## src/rtl/mm_sequencer.sv

```systemverilog
// mm_sequencer: UART-fed matrix-multiply sequencer.
// Loads A and B bytes, starts the multiplier, then streams the result out MSB first.
module mm_sequencer #(
    parameter int N           = 2,
    parameter int RES_BYTES   = 2,
    parameter int TIMEOUT_CYC = 0,
    localparam int LOAD_BYTES = 2 * N * N,
    localparam int AW = ($clog2(LOAD_BYTES) < 1) ? 1 : $clog2(LOAD_BYTES),
    localparam int RW = ($clog2(N * N) < 1) ? 1 : $clog2(N * N),
    localparam int BW = ($clog2(RES_BYTES) < 1) ? 1 : $clog2(RES_BYTES)
) (
    input  logic          clk,
    input  logic          rst,
    input  logic          rx_valid,
    input  logic          tx_busy,
    input  logic          mult_done,
    output logic          rx_enable,
    output logic          wr_en,
    output logic [AW-1:0] wr_addr,
    output logic          mult_start,
    output logic          tx_start,
    output logic [RW-1:0] rd_addr,
    output logic [BW-1:0] byte_sel,
    output logic          busy,
    output logic          done,
    output logic          err
);

    localparam int SW_RAW = $clog2(TIMEOUT_CYC + 1);
    localparam int SW = (SW_RAW < 1) ? 1 : SW_RAW;

    localparam logic [AW-1:0] CNT_LAST   = AW'(LOAD_BYTES - 1);
    localparam logic [RW-1:0] RD_LAST    = RW'(N * N - 1);
    localparam logic [BW-1:0] BS_LAST    = BW'(RES_BYTES - 1);
    localparam logic [SW-1:0] STALL_LAST =
        (TIMEOUT_CYC > 0) ? SW'(TIMEOUT_CYC - 1) : '0;

    typedef enum logic [2:0] {
        IDLE,
        RECV,
        START,
        COMPUTE,
        TX_WAIT,
        TX_PULSE,
        TX_ACK,
        TX_DRAIN
    } state_t;

    state_t        state_q, state_d;
    logic [AW-1:0] cnt_q, cnt_d;
    logic [RW-1:0] rd_q, rd_d;
    logic [BW-1:0] bs_q, bs_d;
    logic [SW-1:0] stall_q, stall_d;
    logic          done_q, done_d;
    logic          err_q, err_d;
    logic          rx_en;
    logic          rx_hit;
    logic          stall_st;

    // Moore-style outputs decoded from the registered state
    always_comb begin
        rx_en      = (state_q == IDLE) || (state_q == RECV);
        rx_hit     = rx_valid && rx_en;
        stall_st   = (state_q == RECV) || (state_q == TX_ACK);
        rx_enable  = rx_en;
        wr_en      = rx_hit;
        wr_addr    = cnt_q;
        mult_start = (state_q == START);
        tx_start   = (state_q == TX_PULSE);
        busy       = (state_q != IDLE);
        rd_addr    = rd_q;
        byte_sel   = bs_q;
        done       = done_q;
        err        = err_q;
    end

    // Next-state, counters, result pointer and stall timeout
    always_comb begin
        state_d = state_q;
        cnt_d   = cnt_q;
        rd_d    = rd_q;
        bs_d    = bs_q;
        stall_d = stall_q;
        done_d  = 1'b0;
        err_d   = 1'b0;

        unique case (state_q)
            IDLE: begin
                if (rx_valid) begin
                    cnt_d   = AW'(1);
                    state_d = RECV;
                end
            end
            RECV: begin
                if (rx_valid) begin
                    if (cnt_q == CNT_LAST) begin
                        cnt_d   = '0;
                        state_d = START;
                    end else begin
                        cnt_d = cnt_q + AW'(1);
                    end
                end
            end
            START: begin
                state_d = COMPUTE;
            end
            COMPUTE: begin
                if (mult_done) begin
                    rd_d    = '0;
                    bs_d    = '0;
                    state_d = TX_WAIT;
                end
            end
            TX_WAIT: begin
                if (!tx_busy) state_d = TX_PULSE;
            end
            TX_PULSE: begin
                state_d = TX_ACK;
            end
            TX_ACK: begin
                if (tx_busy) state_d = TX_DRAIN;
            end
            TX_DRAIN: begin
                if (!tx_busy) begin
                    state_d = TX_WAIT;
                    if (bs_q == BS_LAST) begin
                        bs_d = '0;
                        if (rd_q == RD_LAST) begin
                            rd_d    = '0;
                            done_d  = 1'b1;
                            state_d = IDLE;
                        end else begin
                            rd_d = rd_q + RW'(1);
                        end
                    end else begin
                        bs_d = bs_q + BW'(1);
                    end
                end
            end
            default: begin
                state_d = IDLE;
            end
        endcase

        if ((state_d != state_q) || rx_hit) begin
            stall_d = '0;
        end else if (stall_st && (TIMEOUT_CYC != 0)) begin
            if (stall_q == STALL_LAST) begin
                state_d = IDLE;
                err_d   = 1'b1;
                cnt_d   = '0;
                rd_d    = '0;
                bs_d    = '0;
                stall_d = '0;
            end else begin
                stall_d = stall_q + SW'(1);
            end
        end
    end

    // State and counter registers
    always_ff @(posedge clk or posedge rst) begin
        if (rst) begin
            state_q <= IDLE;
            cnt_q   <= '0;
            rd_q    <= '0;
            bs_q    <= '0;
            stall_q <= '0;
            done_q  <= 1'b0;
            err_q   <= 1'b0;
        end else begin
            state_q <= state_d;
            cnt_q   <= cnt_d;
            rd_q    <= rd_d;
            bs_q    <= bs_d;
            stall_q <= stall_d;
            done_q  <= done_d;
            err_q   <= err_d;
        end
    end

endmodule

```

## config.mk

```make
export PLATFORM = sky130hd
export DESIGN_NAME = mm_sequencer
export DESIGN_NICKNAME = d
export VERILOG_FILES = /design/src/rtl/mm_sequencer.sv
export SDC_FILE = /design/constraint.sdc
export NUM_CORES = 1
export LEC_CHECK = 0
export CAP_MARGIN = 25
export CORE_UTILIZATION = 43
export CTS_CLUSTER_DIAMETER = 150
export DETAILED_ROUTE_END_ITERATION = 10
export GPL_TIMING_DRIVEN = 0
export PLACE_DENSITY = 0.72
export SETUP_SLACK_MARGIN = 0.2
export SYNTH_ARGS = -nofsm -noshare
export SYNTH_HDL_FRONTEND = slang
export SYNTH_SLANG_ARGS = --single-unit
```

## constraint.sdc

```tcl
create_clock -name clk -period 1.8 [get_ports clk]
set_input_delay 0.18 -clock clk [delete_from_list [all_inputs] [get_ports clk]]
set_output_delay 0.18 -clock clk [all_outputs]
set_load 0.01 [all_outputs]
```

; ---- Word level (Yosys, flattened, before mapping)
; Cells that the tools add are included.
[classes]
n_addsub = 3
n_eq_ne = 17
mux = 26
n_reduce_logical = 10
[ops]
columns = operator, n
row1 = 3-bit two-way mux, 11
row2 = 3-bit case mux with 8 select lines, 1
row3 = 3-bit equality test (second input constant), 5
row4 = 2-bit != test (second input constant), 7
row5 = 2-bit two-way mux, 4
row6 = 1-bit two-way mux, 7
row7 = 7-bit AND reduction, 1
row8 = 3-bit by 2-bit equality test with 1-bit output (second input constant), 2
row9 = 3-bit case mux with 2 select lines, 1
row10 = 3-bit AND reduction, 2
row11 = 2-bit case mux with 2 select lines, 1
row12 = 4-bit AND reduction, 1
row13 = 2-bit nonzero test, 2
row14 = 3-bit by 1-bit adder with 3-bit output (second input constant), 1
row15 = 3-bit by 1-bit equality test with 1-bit output (second input constant), 1
row16 = 3-bit zero test, 1
row17 = 3-bit nonzero test, 1
row18 = 2-bit by 1-bit adder with 2-bit output (second input constant), 1
row19 = 2-bit equality test (second input constant), 1
row20 = 2-bit by 1-bit != test with 1-bit output (second input constant), 1
row21 = 1-bit case mux with 2 select lines, 1
row22 = 1-bit adder (second input constant), 1
row23 = 1-bit logical AND, 1
row24 = 1-bit logical OR, 1
[totals]
register_bits = 10
input_bits = 5
output_inout_bits = 13
word_cells = 61

; ---- Logic depth before layout (Yosys ltp)
; Gate-level depths: netlist of the first run.
[logic_depth]
ltp_word = 5
ltp_mapped = 5
depth_no_buf = 5

; ---- Least setup slack after synthesis of the first run
; OpenSTA, ideal clock, no wires.
[synth_path]
path_type = register -> register
from = register state_q[1]
to = register cnt_q[0], in the netlist wr_addr[0]
setup_time_ps = 125
arrival_ps = 1259
t_required_ps = 1675
setup_slack_ps = 416
stages_incl_launch_ff = 5
path_buffers = 2
period_less_slack_ps = 1384
path_cell_list = dfrtp_1 -> buf_6 -> or3b_1 -> buf_2 -> mux2_4
[synth_between]
elab_chain_len = 3
elab_cells_between_ends = 7
cone_classes = eq/ne: 3 / mux: 1 / reduce/logical: 3
[synth_rtl]
columns = item, line_no
row1 = "start, declared", 49  ; state_t state_q, state_d;
row2 = "start signal, assigned", 172  ; state_q <= state_d;
row3 = 3-bit by 1-bit equality test with 1-bit output or 3-bit zero test (tied branches), 87  ; unique case (state_q)
row4 = 2-bit != test (no source line) or 2-bit nonzero test (tied branches), n/a
row5 = 3-bit AND reduction (no source line), n/a
row6 = "end signal, assigned", 173  ; cnt_q <= cnt_d;
row7 = "end, declared", 50  ; logic [AW-1:0] cnt_q, cnt_d;
; Several ways; a longest one is shown, not always the timed one.
; A chain may end at the register's enable or synchronous reset.

; ---- Worst setup path after layout of the first run
[layout_path]
from = register state_q[1]
to = output wr_en
[layout_between]
elab_chain_len = 3
elab_cells_between_ends = 4
cone_classes = eq/ne: 1 / reduce/logical: 3
[layout_rtl]
columns = item, line_no
row1 = 3-bit by 1-bit equality test with 1-bit output or 3-bit zero test (tied branches), 62  ; rx_en = (state_q == IDLE) || (state_q == RECV);
row2 = 1-bit logical OR (*), 62
row3 = 1-bit logical AND (*), 63  ; rx_hit = rx_valid && rx_en;
row4 = "end, declared", 18  ; output logic wr_en,
; Every way passes the cells marked *; elsewhere a longest branch is shown, timed or not.

==> summary.txt, run 1 <==
Timing
  – Least setup slack across all paths after layout: 225 ps
  – Accumulated negative setup slack: 0 ps
  – Total count of max-transition violations in the final report: 0
  – Final count of hold timing violations: 0
  – Share of the clock period used by the worst path after layout: 87.5%
  – Unrepaired setup endpoints after global routing: yes
  – Final critical path time including I/O delays and setup: 1580 ps
  – Fmax achieved: 635 MHz
  – Clock skew: 4.21 ps
  – Final setup violation count: 0

Critical path
  – Data arrival time at the worst-slack endpoint: 1400 ps
  – Worst reg2reg path endpoint: wr_addr[0]$_DFFE_PP0P_
  – Type of the worst setup path: flop to output port
  – Setup slack on the worst flop-to-flop path: 280 ps
  – Largest fanout of any net on the critical path: 8
  – Number of cell instances on the worst register-to-register path: 5
  – Required time reported for the critical path endpoint: 1620 ps
  – Critical Path Start Type: flop
  – Reg-to-reg startpoint: state_q[1]$_DFFE_PP0P_
  – CP endpoint kind: output port

Placement
  – DPL Wire Length: 794 um
  – Pre-CTS setup slack: -144 ps
  – Number of I/O port buffers: 16
  – Placed cell areas: 747 um^2
  – Routability Congestion: 0.739

Clock network
  – Clock tree from TritonCTS: yes
  – H-tree levels: 1
  – Clock-pin slew reported for the worst setup and hold paths after clock tree synthesis: 70 ps
  – Sinks on the clock net: 10
  – Cell at the root of the clock tree: sky130_fd_sc_hd__clkbuf_4
  – Largest buffer count on any clock path: 2
  – Number of buffers inserted during clock tree synthesis: 3
  – Hold-fix buffers, CTS: 0
  – Worst-skew pair later-pin latency: 260 ps

Synth
  – Top-area cell type share of the netlist area: 44.0%
  – Area contributors post-synth: sky130_fd_sc_hd__dfrtp_1, sky130_fd_sc_hd__ha_1, sky130_fd_sc_hd__o21ai_0
  – Post-synthesis sequential area ratio: 44.0%
  – Number of storage elements in the synthesis netlist: 10
  – Synthesized area: 569 um^2
  – Synthesized instance count: 61
  – Dominant cell type by area after synthesis: sky130_fd_sc_hd__dfrtp_1
  – Yosys cell types: 25
  – Mean area per synthesized cell: 9.33 um^2
  – Mapped Nets: 69
  – Number of warnings reported in the yosys synthesis log: 0

Route
  – Number of iterations in the first detailed-routing pass: 4
  – Drt wl/cell: 11.4 um
  – DRT antenna net count: 0
  – Routed wire length: 1.11 mm
  – Via count: 482
  – Detail-routed via count per cell: 4.97
  – DRC violation count after routing: 0
  – Detailed router's first-iteration violation count: 3

Final layout
  – ANT cells: 0
  – Most used cells in the layout excluding fill and tap cells: sky130_fd_sc_hd__clkdlybuf4s50_1, sky130_fd_sc_hd__dfrtp_1, sky130_fd_sc_hd__o21ai_0, sky130_fd_sc_hd__nand2_1
  – Layout overhead on the synthesized area: 40.2%
  – Share of layout cells above drive strength 1: 19.3%
  – Most frequent standard cell in the layout excluding fill and tap cells: sky130_fd_sc_hd__clkdlybuf4s50_1
  – Area of all placed cells without fillers: 798 um^2
  – Net count reported at finish: 93

Die
  – Core footprint: 1170 um^2
  – Count of pins on the block boundary: 18
  – Number of placement rows: 12
  – Die Y-Extent: 38.4 um
  – Starting Density: 48.6%
  – Die outline width: 38.4 um
  – Die outline area: 1470 um^2

Power and ir drop
  – Pwr Density: 1460 nW/um^2
  – PnR Total Power: 1.17 mW
  – Max VDD drop: 0.000939 V
  – Leakage power: 0.386 nW

Global routing
  – Pin count of the biggest net entering global routing: 11
  – Global Route Usage Sum: 17.5%
  – Number of antenna violations at the first check in global routing: 0
  – Vias in the first global route: 372
  – First-pass GRT wire length: 1.65 mm
  – Leftover overflow at the end of global routing: 0

Outcome
  – Status: finished, final reports clean

Job
  – Max-cap viol count: 0

Min path
  – Type of the most critical hold path: input pin to async pin
-- cells by family (layout without fill, tap and decap cells) --
| group | count (synthesis) | count (layout) | synth area share, % |
|---|---|---|---|
| adders and majority gates | 3 | 3 | 6.59 |
| other | 1 | 1 | 0.659 |
| DFF | 10 | 10 | 44.0 |
| muxes | 2 | 2 | 4.61 |
| and+or+nand+nor | 21 | 21 | 19.3 |
| AOI/OAI and AO/OA | 16 | 16 | 17.1 |
| buffers and inverters | 8 | 30 | 7.69 |
-- what timing repair did --
item / 4_1_cts / 5_1_grt
pin swaps: 0 / 1
setup endpoints to repair: 5 / 1
setup buffers: 1 / 2
resized for setup: 7 / 7
cloned: 0 / 0
-- registers in the layout (all words and copies together) (netlist names) --
signal,count
rd_addr,2
wr_addr,3
state_q,3
done,1
byte_sel,1
-- cells in the mapped netlist, drive strengths merged --
library cell  number
a22o               3
and2               2
and3b              1
buf                4
o21ai              7
clkbuf             1
a21oi              4
nand2              7
nand3b             1
dfrtp             10
and3               1
ha                 3
inv                3
nor3b              1
or3b               1
conb               1
o31ai              1
o2bb2ai            1
nor2               5
nor2b              2
mux2               2
-- where the power goes --
| part | total (mW) | internal, mW | switching (mW) |
|---|---|---|---|
| registers | 0.387 | 0.317 | 0.0705 |
| logic | 0.625 | 0.349 | 0.276 |
| clock network | 0.153 | 0.0772 | 0.0761 |
| total | 1.17 | 0.743 | 0.422 |
-- final cells by class --
type	count	area, um^2
plain buffers	5	42.5
inverters	3	11.3
multi-input cells	43	275
clock buffers	3	22.5
repair buffers	19	179
fillers	105	373
well taps	14	17.5
flip-flops and latches	10	250
-- layer usage --
metal / wire length [um] / part of all wire (%) / GRT usage, %
met5: 0 / 0 / 0
met2: 495 / 45 / 24.2
met1: 532 / 48 / 21.6
met3: 45 / 4.1 / 6.98
met4: 31 / 2.8 / 12.9
-- stage by stage --
| step | instances | utilization, % | hold slack, ps |
|---|---|---|---|
| after detailed placement | 91 | 63.8 | 491 |
| after floorplan | 61 | - | 20.2 |
| after global placement | 91 | 63.8 | 483 |
| final | 97 | 68.2 | 191 |
| after global routing | 97 | 68.2 | 230 |
| after CTS | 95 | 66.1 | 205 |
-- worst max path at each step --
stage	slack, ps	startpoint	endpoint	cells after the start
6_report	220	state_q[1]$_DFFE_PP0P_	wr_en	5
3_5_place_dp	-140	rx_valid	wr_en	5
5_1_grt	180	state_q[1]$_DFFE_PP0P_	wr_en	5
2_1_floorplan	420	state_q[1]$_DFFE_PP0P_	wr_addr[0]$_DFFE_PP0P_	4
3_3_place_gp	-150	rx_valid	wr_en	5
4_1_cts	20	state_q[1]$_DFFE_PP0P_	wr_en	5
-- worst max-delay path, cell delays in order, from the launching register on --
cell,delay (ps)
sky130_fd_sc_hd__dfrtp_1,370
sky130_fd_sc_hd__buf_6,130
sky130_fd_sc_hd__or3b_1,360
sky130_fd_sc_hd__buf_6,140
sky130_fd_sc_hd__inv_2,40
sky130_fd_sc_hd__buf_6,90
(Power assumes the default switching activity.)
==> inputs of run 2 (changes only) <==
--- a/config.mk
+++ b/config.mk
@@ -5,7 +5,7 @@
 export SDC_FILE = /design/constraint.sdc
 export NUM_CORES = 1
 export LEC_CHECK = 0
-export CAP_MARGIN = 25
+export CAP_MARGIN = 20
 export CORE_UTILIZATION = 43
 export CTS_CLUSTER_DIAMETER = 150
 export DETAILED_ROUTE_END_ITERATION = 10
==> results of run 2 <==
No change in the layout: final DEF, timing and power equal those of run 1.
==> variant 1 (flow settings as in run 1) <==
Set the parameter `N` to 4 (it was 2).
--- a/src/rtl/mm_sequencer.sv
+++ b/src/rtl/mm_sequencer.sv
@@ -3,3 +3,3 @@
 module mm_sequencer #(
-    parameter int N           = 2,
+    parameter int N           = 4,
     parameter int RES_BYTES   = 2,
Interface: changed (resized rd_addr and wr_addr); port bits go from 18 to 22. The function was not compared with the original's and may differ.
==> variant 1 against run 1 <==
- critical endpoint is now wr_addr[1]
- wire length rose by 81%
- worst setup slack got worse by 0.062 ns
- sequential power rose by 41%
- synthesized area rose by 49%
- register-to-register slack got worse by 0.08 ns
- sequential cell count rose by 4
- cell area rose by 61%
- power rose by 66%
- clock power rose by 54%
==> variant 1: results (changes against run 1) <==
RESULT_OF_THE_RUN='finished, final reports clean'
SYNTH_AREA_PER_CELL_UM2=9.00  # -3.6%
PIN_COUNT_OF_THE_BIGGEST_NET_ENTERING_GLOBAL_ROUTING=15  # +4
CLOCKROOTBUFFER='clkbuf_4'
NUMBER_OF_BUFFERS_CREATED_BY_CTS=3  # unchanged
LEAKAGEPOWER_nW=0.581  # +51%
DETAIL_ROUTE.FIRST_PASS.ITERATIONS=6  # +2
GRT_PASS1_WL_MM=2.99  # +81%
VDD.IR_DROP.WORST_V=0.000932  # -0.77%
SYNTH.NET_COUNT=102  # +48%
POST_DP_CELL_AREA_UM2=1090  # +46%
CRITPATHARRIVALTIME_NS=1.46  # +0.06 ns
CTS_BUFFER_DEPTH=2  # unchanged
PLACE_HPWL_MM=1.21  # +52%
FINAL_CELL_COUNT_NO_FILL=157  # +62%
H-TREE-DEPTH=1  # unchanged
FIN_WORST_SKEW_NS=0.0101  # +0.00593 ns
WORSTREG2REGEND='wr_addr[3]$_DFFE_PP0P_'
SLEW-LIMIT-HEADROOM_PCT=64.4
R2R.WORST_PATH.CELLS=6  # +1
CP_SLOWEST_CELL='clkdlybuf4s50_1'
CLOCK_LATENCY_NS=0.29  # +0.03 ns
PORT-BUFFER-COUNT=20  # +4
DRIVE_GT1_SHARE_PCT=27.3  # +8.0 points
LARGEST_REG_FLOPS=5
POST_SYNTH_MOST_FREQUENT_CELLS='dfrtp_1 (14), nand3_1 (10), nand2_1 (8)'
SYNTH.LIB_CELLS_USED.DISTINCT=36  # +44%
CELL_COUNT_AFTER_PLACEMENT=139  # +53%
HOLD_PATH.CLASS='in2async'
SEQUENTIAL_SHARE_OF_THE_SYNTHESIZED_AREA_PCT=41.4  # -2.5 points
FIRST_GLOBAL_VIAS=693  # +86%
CRITICAL_PATH_PEAK_FANOUT=4  # -4
SETUP.REG_TO_REG.WORST_SLACK_NS=0.20  # -0.08 ns
WIRELENGTH_PER_CELL_UM=12.8  # +12%
YS_ASYNC_SR_FRACTION_PCT=100  # unchanged
SYNTH_FLOP_CELL='dfrtp_1'
GRTUSAGETOTAL_PCT=19.2  # +1.7 points
DR.FIRST_ITER.DRC_COUNT=19  # +16
GP_CONGESTION=0.756  # +2.3%
ANTENNA-DIODE-COUNT=0  # unchanged
YS.WARNINGS.COUNT=0  # unchanged
CLKSLEWWORSTSETUPHOLDPATHS_NS=0.09  # +0.02 ns
GRT_ANTENNA_BEFORE_REPAIR=0  # unchanged
FIRST_ELEMENT_OF_THE_CRITICAL_PATH='wr_addr[1]$_DFFE_PP0P_'
SYNTH_AREA_LEADERS='dfrtp_1 (41%), nand3_1 (5.9%), ha_1 (4.4%), mux2i_1 (3.6%), nand2_1 (3.6%)'
VIA_PER_INST=5.19  # +4.5%
LONGEST_INDIVIDUAL_STAGE_DELAY_ON_THE_WORST_PATH_NS=0.47  # +0.10 ns
[variant 1: per-layer routing]
metal / wire (um) / vias to the layer above / global-route usage [%]
met5: 0 / - / 0
met2: 955 / 28 / 30.6
li1: - / 409 / -
met1: 914 / 372 / 25.4
met4: 31 / 0 / 7.06
met3: 104 / 6 / 3.92
[variant 1: area by class of cell]
type                    count  area [um^2]
repair buffers             34          304
multi-input cells          67          478
fillers                   135          497
inverters                   8         35.0
plain buffers               5         48.8
flip-flops and latches     14          353
clock buffers               4         36.3
well taps                  25         31.3
[variant 1: where the power goes]
part	leakage [nW]	internal (W)	switching, W
registers	0.166	0.000428	0.000117
logic	0.394	0.000634	0.000525
clock network	0.0210	0.000123	0.000112
total	0.581	0.00119	0.000755
[variant 1: how the worst max path moves through the flow]
| stage | end | slack [ns] |
|---|---|---|
| after detailed placement | wr_en | -0.16 |
| after CTS | busy | 0.17 |
| after floorplan | wr_addr[2]$_DFFE_PP0P_ | 0.21 |
| after global placement | wr_en | -0.15 |
| after global routing | wr_addr[2]$_DFFE_PP0P_ | 0.07 |
| final | wr_addr[1] | 0.16 |
[variant 1: metrics by stage]
stage	setup WS [ns]	hold slack (ns)	power, W
after CTS	0.168	0.267	0.00173
after global routing	0.0655	0.294	0.00209
final	0.163	0.219	0.00194
after global placement	-0.154	0.480	0.00143
after floorplan	0.206	0.0692	0.00110
after detailed placement	-0.160	0.492	0.00145
[variant 1: logic make-up after synthesis]
logic type	share of synthesized area (%)
compound gates	13.6
buf+inv	7.25
other cells	0.443
fa+ha+maj	4.44
flops	41.4
mux	3.55
simple gates	29.3
[variant 1: critical path, delay by kind of cell, from the launching register on]
| family | cells | cell delay (ns) |
|---|---|---|
| buffers and inverters | 3 | 0.74 |
| flip-flops | 1 | 0.42 |
[variant 1: what timing repair did]
action	in CTS	in global routing
cloned	0	0
setup buffers	4	10
pin swaps	3	5
resized for setup	24	8
endpoints found under the setup margin	7	5
hold buffers	0	0
==> variant 2 (flow settings as in run 1) <==
Without the edit above. Make the reset (`rst`) synchronous in one clocked block.
--- a/src/rtl/mm_sequencer.sv
+++ b/src/rtl/mm_sequencer.sv
@@ -161,3 +161,3 @@
     // State and counter registers
-    always_ff @(posedge clk or posedge rst) begin
+    always_ff @(posedge clk) begin
         if (rst) begin
Formal check against the unedited RTL: differs if rst is asserted again (counterexample within 4 cycles, from zero or initial values and one cycle with rst high); with rst held inactive, the same outputs for 10 cycles.
==> variant 2 against run 1 <==
- sequential cell count is the same
- wire length grew 38%
- die area grew 18%
- first-iteration DRC count grew to 5.3 times the old value
- worst setup slack gained 0.047 ns
- synthesized cell count grew 36%
- power shrank 0.47%
- utilization grew 0.25 points
- cell area grew 18%
- critical path type unchanged
- largest power group unchanged
- synthesized area grew 20%
- highest routed layer unchanged
==> variant 2: results (changes against run 1) <==
WIRELENGTH_PER_CELL_UM=12.8  # +12%
R2R.WORST_PATH.CELLS=7  # +2
DRIVE_GT1_SHARE_PCT=26.9  # +7.6 points
VIA_PER_INST=5.48  # +10%
GP_CONGESTION=0.856  # +16%
TOTALWIRELENGTH_MM=1.52  # +38%
POST-ROUTE-UTIL_PCT=68.4  # +0.25 points
CP_SLOWEST_CELL='dfxtp_4'
SYNTH.LIB_CELLS_USED.DISTINCT=32  # +28%
SEQ_POWER_SHARE_PCT=25.7  # -7.5 points
SYNTH_FLOP_CELL='dfxtp_1'
FIRST_GLOBAL_VIAS=549  # +48%
SYNTH_AREA_LEADERS='dfxtp_1 (29%), ha_1 (13%), mux2i_1 (5.9%), nor2_1 (5.0%), nand2_1 (4.4%)'
SYNTH.NET_COUNT=95  # +38%
GRT_PASS1_WL_MM=2.34  # +42%
POST_DP_CELL_AREA_UM2=850  # +14%
SYNTH_AREA_PER_CELL_UM2=8.20  # -12%
FIN_WORST_SKEW_NS=0.00652  # +0.00230 ns
WORSTREG2REGSTART='state_q[1]$_SDFFE_PP0P_'
CELL_COUNT_AFTER_PLACEMENT=113  # +24%
TOTAL_SWITCHING_POWER_W=0.000453  # +7.2%
SEQUENTIAL_SHARE_OF_THE_SYNTHESIZED_AREA_PCT=29.4  # -15 points
VDD.IR_DROP.WORST_V=0.000908  # -3.3%
DR.FIRST_ITER.DRC_COUNT=16  # +13
FINALCRITPERIODSHARE_PCT=84.9  # -2.6 points
RESULT_OF_THE_RUN='finished, final reports clean'
PORT-BUFFER-COUNT=15  # -1
POST_SYNTH_MOST_FREQUENT_CELLS='dfxtp_1 (10), nor2_1 (9), nand2_1 (8)'
HOLD_PATH.CLASS='in2reg'
GRTUSAGETOTAL_PCT=17.8  # +0.26 points
CRITICAL_PATH_PEAK_FANOUT=10  # +2
SHARE_COMB_OF_TOTAL_POWER_PCT=56.7  # +3.1 points
[variant 2: per-layer routing]
layer  track usage, %  wire [um]
met4             11.0         31
met1             17.7        638
met2             30.9        764
met3             6.52         86
met5                0          0
[variant 2: cell families (layout without fill, tap and decap cells)]
group           count (synthesis)  count (layout)  share of synthesized area (%)
other cells                     1               1                          0.551
compound gates                 17              17                           16.9
fa+ha+maj                       7               7                           12.9
mux                             6               6                           9.19
buf+inv                         9              30                           6.25
flops                          10              10                           29.4
simple gates                   33              33                           24.8
[variant 2: worst min path at each step]
stage / from / endpoint / slack, ns / cells after the start
final: rst / wr_addr[2]$_SDFFE_PP0P_ / 0.27 / 2
after detailed placement: state_q[0]$_SDFFE_PP0P_ / state_q[0]$_SDFFE_PP0P_ / 0.51 / 2
after CTS: rst / wr_addr[0]$_SDFFE_PP0P_ / 0.26 / 2
after floorplan: tx_busy / done$_SDFF_PP0_ / 0.26 / 1
after global routing: rst / wr_addr[2]$_SDFFE_PP0P_ / 0.28 / 2
after global placement: state_q[1]$_SDFFE_PP0P_ / state_q[1]$_SDFFE_PP0P_ / 0.48 / 2
[variant 2: final cells by class]
type                    instances  share of cell area, %
multi-input cells              64                   51.5
flip-flops and latches         10                   21.7
repair buffers                 17                   16.1
clock buffers                   4                   3.84
plain buffers                   4                   2.91
inverters                       5                   1.98
well taps                      15                   1.98
[variant 2: repair_timing]
action                     in CTS  in global routing
gates resized for setup        19                  7
buffers inserted                2                  0
pin swaps                       1                  1
hold endpoints to repair        0                  0
setup endpoints to repair       5                  6
[variant 2: worst reg2reg max path: stages (launching register included)]
cell and delay (ns):
dfxtp_4 0.35, inv_2 0.08, ha_2 0.17, buf_6 0.13
a21bo_2 0.22, a21oi_1 0.22, o21ai_1 0.08, and3_1 0.16
